<file path="config.mk">
export PLATFORM = sky130hd
export DESIGN_NAME = cvxif_result_queue
export DESIGN_NICKNAME = d
export VERILOG_FILES = /design/src/rtl/cvxif_result_queue.sv
export SDC_FILE = /design/constraint.sdc
export NUM_CORES = 1
export LEC_CHECK = 0
export ABC_AREA = 1
export CAP_MARGIN = 20
export CORE_MARGIN = 2
export CORE_UTILIZATION = 60
export CTS_CLUSTER_DIAMETER = 200
export DETAILED_ROUTE_END_ITERATION = 10
export HOLD_SLACK_MARGIN = 0.03
export PLACE_DENSITY = 0.95
export SLEW_MARGIN = 20
export SYNTH_ARGS = -nofsm -noshare
export SYNTH_HDL_FRONTEND = slang
export SYNTH_SLANG_ARGS = --single-unit
</file>
<file path="constraint.sdc">
create_clock -name clk_i -period 4.3 [get_ports clk_i]
set_clock_uncertainty 0.15 [all_clocks]
set_input_delay 0.86 -clock clk_i [delete_from_list [all_inputs] [get_ports clk_i]]
set_output_delay 0.86 -clock clk_i [all_outputs]
set_load 0.1 [all_outputs]
</file>
<file path="src/rtl/cvxif_result_queue.sv">
// Result queue between an execution group and the core: a circular FIFO of {id, data} plus an rd/we lookup table.
// Optional macro CVXIF_RESULT_BYPASS_EN lets a result reach the core in the cycle it completes when the FIFO is empty.
module cvxif_result_queue #(
  parameter int unsigned DataWidth = 32,
  parameter int unsigned IdWidth   = 3,
  parameter int unsigned Depth     = 4
) (
  input  logic                 clk_i,
  input  logic                 rst_ni,
  input  logic                 flush_i,
  input  logic                 issue_vld_i,
  input  logic [IdWidth-1:0]   issue_id_i,
  input  logic [4:0]           issue_rd_i,
  input  logic                 issue_we_i,
  input  logic                 done_i,
  input  logic [DataWidth-1:0] data_i,
  input  logic [IdWidth-1:0]   id_i,
  output logic                 result_valid_o,
  input  logic                 result_ready_i,
  output logic [IdWidth-1:0]   result_id_o,
  output logic [DataWidth-1:0] result_data_o,
  output logic [4:0]           result_rd_o,
  output logic                 result_we_o,
  output logic                 stall_o,
  output logic                 overflow_o
);

  localparam int unsigned PtrW   = $clog2(Depth);
  localparam int unsigned CntW   = PtrW + 1;
  localparam int unsigned NumIds = 2 ** IdWidth;

  logic [PtrW-1:0]      rd_ptr_q, rd_ptr_d, wr_ptr_q, wr_ptr_d;
  logic [CntW-1:0]      count_q, count_d;
  logic                 overflow_q, overflow_d;
  logic [IdWidth-1:0]   id_mem_q   [Depth];
  logic [IdWidth-1:0]   id_mem_d   [Depth];
  logic [DataWidth-1:0] data_mem_q [Depth];
  logic [DataWidth-1:0] data_mem_d [Depth];
  logic [5:0]           rd_table_q [NumIds];
  logic [5:0]           rd_table_d [NumIds];

  logic full, empty, pop, fifo_pop, push, drop;

  always_comb begin
    full           = (count_q == CntW'(Depth));
    empty          = (count_q == '0);
    result_valid_o = !empty;
    result_id_o    = id_mem_q[rd_ptr_q];
    result_data_o  = data_mem_q[rd_ptr_q];
`ifdef CVXIF_RESULT_BYPASS_EN
    if (empty) begin
      result_valid_o = done_i;
      result_id_o    = id_i;
      result_data_o  = data_i;
    end
`endif
    pop      = result_valid_o && result_ready_i;
    fifo_pop = pop && !empty;
    push     = done_i && (!full || pop);
`ifdef CVXIF_RESULT_BYPASS_EN
    // A bypassed result the core takes immediately never enters the FIFO.
    if (empty && pop) begin
      push = 1'b0;
    end
`endif
    drop        = done_i && full && !pop;
    overflow_o  = overflow_q;
    stall_o     = (count_q >= CntW'(Depth - 1)) ||
                  ((count_q == CntW'(Depth - 2)) && done_i && !pop);
    // Table is read from the registered copy, so a same-cycle issue write returns the old value.
    result_rd_o = rd_table_q[result_id_o][5:1];
    result_we_o = rd_table_q[result_id_o][0];
  end

  always_comb begin
    rd_ptr_d   = rd_ptr_q;
    wr_ptr_d   = wr_ptr_q;
    count_d    = count_q;
    overflow_d = overflow_q | drop;
    id_mem_d   = id_mem_q;
    data_mem_d = data_mem_q;
    rd_table_d = rd_table_q;
    if (issue_vld_i) begin
      rd_table_d[issue_id_i] = {issue_rd_i, issue_we_i};
    end
    if (flush_i) begin
      rd_ptr_d = '0;
      wr_ptr_d = '0;
      count_d  = '0;
    end else begin
      if (push) begin
        id_mem_d[wr_ptr_q]   = id_i;
        data_mem_d[wr_ptr_q] = data_i;
        wr_ptr_d             = wr_ptr_q + PtrW'(1);
      end
      if (fifo_pop) begin
        rd_ptr_d = rd_ptr_q + PtrW'(1);
      end
      case ({push, fifo_pop})
        2'b10:   count_d = count_q + CntW'(1);
        2'b01:   count_d = count_q - CntW'(1);
        default: count_d = count_q;
      endcase
    end
  end

  always_ff @(posedge clk_i or negedge rst_ni) begin
    if (!rst_ni) begin
      rd_ptr_q   <= '0;
      wr_ptr_q   <= '0;
      count_q    <= '0;
      overflow_q <= 1'b0;
    end else begin
      rd_ptr_q   <= rd_ptr_d;
      wr_ptr_q   <= wr_ptr_d;
      count_q    <= count_d;
      overflow_q <= overflow_d;
    end
  end

  // Storage arrays carry no reset; valid-ness comes only from the count.
  always_ff @(posedge clk_i) begin
    id_mem_q   <= id_mem_d;
    data_mem_q <= data_mem_d;
    rd_table_q <= rd_table_d;
  end

endmodule

</file>
Word-level counts from Yosys, hierarchy flattened. Cells that the tools add are included.

Register bits: 196. Logic and storage cells: 84.

Reductions and logical operators: 19. Eq/ne operators: 4. Add/sub/neg operators: 4. Order comparisons: 7. Bitwise logic cells: 6. Multiplexer cells: 24.

Operator list (number): 128-bit bitwise mux (1); 32-bit two-way mux (3); 32-bit binary-select mux with 2-bit select (1); 32-bit demux with 2-bit select (1); 48-bit bitwise mux (1); 6-bit binary-select mux with 3-bit select (1); 6-bit demux with 3-bit select (1); 6-bit two-way mux (3); 12-bit bitwise mux (1); 3-bit two-way mux (4); 1-bit logical AND (9); 4-bit greater-or-equal comparator (second input constant) (2); 2-bit two-way mux (4); 3-bit NOT with 4-bit output (2); 3-bit binary-select mux with 2-bit select (1); 3-bit demux with 2-bit select (1); 3-bit greater-or-equal comparator (second input constant) (2); 2-bit NOT with 3-bit output (2); 3-bit one-hot mux with 2 select lines (1); 2-bit by 1-bit adder with 2-bit output (second input constant) (2); 4-bit by 1-bit less-than comparator with 1-bit output (second input constant) (1); 2-bit nonzero test (2); 3-bit by 1-bit adder with 3-bit output (second input constant) (1); 3-bit by 2-bit == test with 1-bit output (second input constant) (1); other kinds (13) (16).

Longest topological paths before layout. Gate-level depths: netlist of run 1.

Depth in word-level cells: 8. Gate-level depth with buffers: 11.

Least setup slack after synthesis of run 1. No wires, ideal clock.

Path kind: in2out. Start point: in result_ready_i. End point: out stall_o. Buffers on the path: 0. Slack: 0.044 ns. Cell stages on the path: 5. Required time: 3.290 ns. Arrival time: 3.246 ns. Path through: inv_1 > a21oi_2 > inv_1 > a21oi_1 > o21ai_0.

Cells in the longest elaborated chain, start to end: 4.

Ends and longest elaborated chain: start: declaration (line 19) `input logic result_ready_i,`; 1-bit logical AND (line 57) `pop = result_valid_o && result_ready_i;`; 1-bit logical NOT (line 69) `((count_q == CntW'(Depth - 2)) && done_i && !pop);`; 1-bit logical AND (line 69); 1-bit logical OR (line 68) `stall_o = (count_q >= CntW'(Depth - 1)) ||`; end: declaration (line 24) `output logic stall_o,`.

Every way passes these cells.

Worst setup path in the final report of run 1.
Start point: reg rd_ptr_q[0]. End point: out result_we_o.

Cells in the longest elaborated chain, start to end: 8.

Ends and longest elaborated chain: start: declaration (line 32) `logic [PtrW-1:0] rd_ptr_q, rd_ptr_d, wr_ptr_q, wr_ptr_d;`; start signal: assignment (line 114) `rd_ptr_q <= rd_ptr_d;`; 2-bit NOT with 3-bit output (not written as such) (line 48) `result_id_o = id_mem_q[rd_ptr_q];`; 3-bit binary-select mux with 2-bit select (line 48); 3-bit two-way mux (not written as such) (2 in a row) (line 48); 3-bit NOT with 4-bit output (not written as such) (line 72) `result_we_o = rd_table_q[result_id_o][0];`; 6-bit binary-select mux with 3-bit select (line 72); 6-bit two-way mux (not written as such) (2 in a row) (line 72); end: declaration (line 23) `output logic result_we_o,`.

Every way passes these cells. The select of a mux whose other input is x is not followed.

==> metrics.txt, run 1 <==
status=finished, final reports clean; pin slew with the least headroom to its limit=~0.96 ns; ANT nets after route=0; initial antenna violation count=1; Nets=between 700 and 800; Worst-Skew Late Latency=roughly 0.44 ns; Post-Syn Area=approximately 0.0079 sq mm; Hold WS=0.341 ns; Die ar.=about 0.014 sq mm; most common cell after layout, fill and taps aside=edfxtp_1; vias per cell=slightly below 6; fill count=between 700 and 800; Routability Congestion=roughly 0.94; Cell variety after synth=26; critical path's top delay family=simple AND/OR/NAND/NOR gates; Gate Count Post-Synth=620; commonest cells after routing, fill and taps aside=188 x edfxtp_1, 86 x nand2_1, 74 x nor2_1; IO Count=between 90 and 100; flops & latches, synth=196; fraction of layout cells with a size suffix above 1=a little over an eighth; P&R area growth vs syn=22.0%; dominant synthesized flop cell=edfxtp_1; die width=119 um; GR Util All Layers=about a quarter; Placeable Area=0.0127 sq mm; number of global-route vias before repair=between 5000 and 6000; Critical Path Sink Type=primary output; # hold bufs at CTS=0; Die H=119 um; DR pass1 iterations=8; clk slew on worst S/H paths=0.07 ns; worst stage delay on the critical path=~0.74 ns; unrepaired setup endpoints after global routing=false; Highest Clock Rate=260 MHz; Max-Cap Viols=0; power density over cell area=around 700 mW/mm^2; DRC=0; WP buf/inv=2; Period minus WS final=a little under 4 ns; Clock Sinks=196; grt total ovfl=0; Slew Viols, Final=0; DP Wirelength=roughly 11000 um; required time of the critical path=3.29 ns; share of the synthesized area in the top cell type=a little under three quarters; WL per Instance=20.0 um; slowest CP cell=dfrtp_2; syn nets=675; crit path cell chain=inv_4 > nand2_2 > nand3_4 > nand2_4 > nand2_1 > nand3_1 > nand2_1 > nand2_1 > nand2_1 > buf_12; EDFF count, synth=188; synth top area cells=edfxtp_1 71%, o21ai_0 4.3%, nand2_1 4.1%; leading area contributor after synthesis=edfxtp_1; # setup viols final=0; sequential share of the synthesized area=74.0%; clk root buf=clkbuf_16; critical path class=reg2out; CTS buffer count=17; Worst path most repeated cell=nand2_1; hold crit path type=reg2reg; TritonCTS clock tree=built; buffers added on ports=between 90 and 100; Final Cycle Share=between 80 and 90%; via count=between 5000 and 6000; Final Hold Fails=0; CTS H-tree depth=4; Tot Pwr=just under 0.007 W; WP data arrival=2.84 ns; Critical Path Start Type=flop; DRT iter0 DRCs=745; Synth Warn #=0; crit path max fanout=32; Leak=between 3 and 4 nW; cell row count=between 40 and 50; pin count of the biggest net entering global routing=between 40 and 50; first-pass GRT wire length=between 20000 and 30000 um; Post-Route WL=~18000 um; Setup Fix Bufs, Post-CTS=0; VDD IR max=520 uV; Starting Density=62.1%; Synth async-reset ratio=just over 4%; Mean Syn Cell Area=roughly 13 sq um; post-cts resize count=0; Slew HR=35.7%; Setup TNS=0 ns; Clock Path Buffers=2
sequential cells by signal, summed over array words and instances, names as in the netlist:
register and flops:
count_q 3, data_mem_q 128, id_mem_q 12, overflow_o 1
rd_ptr_q 2, rd_table_q 48, wr_ptr_q 2
worst paths after layout:
kind	start	to	slack (ns)	cells after the start
max in group asynchronous	rst_ni	rd_ptr_q[0]	3.13	1
worst min-delay path	overflow_o	overflow_o	0.34	1
worst max-delay path	rd_ptr_q[0]	result_we_o	0.45	10
min in group asynchronous	rst_ni	overflow_o	0.56	1
worst min register to register	overflow_o	overflow_o	0.34	1
worst max register to register	count_q[0]	data_mem_q[65]	1.88	7
layout make-up:
class | count | area [sq um] | area share (%)
diodes | 1 | 2.50 | 0.0260
clock buffers | 17 | 425 | 4.41
clock inverters | 14 | 226 | 2.35
inverters | 53 | 204 | 2.12
multi-input cells | 341 | 1730 | 18.0
flip-flops and latches | 196 | 5850 | 60.7
well taps | 172 | 215 | 2.23
repair buffers | 101 | 986 | 10.2
power breakdown:
group          internal (W)  switching [W]  leakage (nW)
logic              0.000636        0.00210          1.45
registers           0.00219      0.0000722          1.81
clock network       0.00104       0.000696         0.309
Yosys cell counts (all sizes together), types with 4 or more instances:
| master | count |
|---|---|
| nand3b | 19 |
| inv | 52 |
| nand3 | 41 |
| nor2 | 78 |
| nand2 | 90 |
| a21oi | 5 |
| o21ai | 68 |
| edfxtp | 188 |
| clkbuf | 13 |
| buf | 17 |
| ha | 4 |
| dfrtp | 8 |
| o22ai | 32 |
routing by layer:
metal	vias to the layer above	global-route usage [%]	wire length, um
li1	2374	-	-
met1	2549	31.8	6470
met2	320	43.9	9210
met3	52	7.92	1590
met4	0	12.5	620
met5	-	0	0
stage by stage:
step / instances / instance area (sq um) / worst slack (ns) / util [%]
2_1_floorplan: 620 / 7900 / 0.0440 / -
3_3_place_gp: 863 / 8980 / 1.11 / 70.6
3_5_place_dp: 863 / 8980 / 1.05 / 70.6
4_1_cts: 894 / 9640 / 0.451 / 75.7
5_1_grt: 895 / 9640 / 0.253 / 75.8
6_report: 895 / 9640 / 0.454 / 75.8
cell families after synthesis:
logic type	after synthesis	share of synthesized area, %
simple gates	228	12.9
flops	196	74.0
compound gates	107	7.65
buf+inv	83	4.48
fa+ha+maj	5	0.887
xor+xnor	1	0.111
(Power assumes the default switching activity.)
==> run 2, diff against run 1 <==
Settings changed: GPL_TIMING_DRIVEN from default to 1.
==> results of run 2 <==
Final layout, timing and power as in run 1 (identical DEF).
==> run 3, diff against run 2 <==
Settings changed: ABC_CLOCK_PERIOD_IN_PS from default to 4300.
==> results of run 3 <==
Final layout, timing and power as in run 1 (identical DEF).
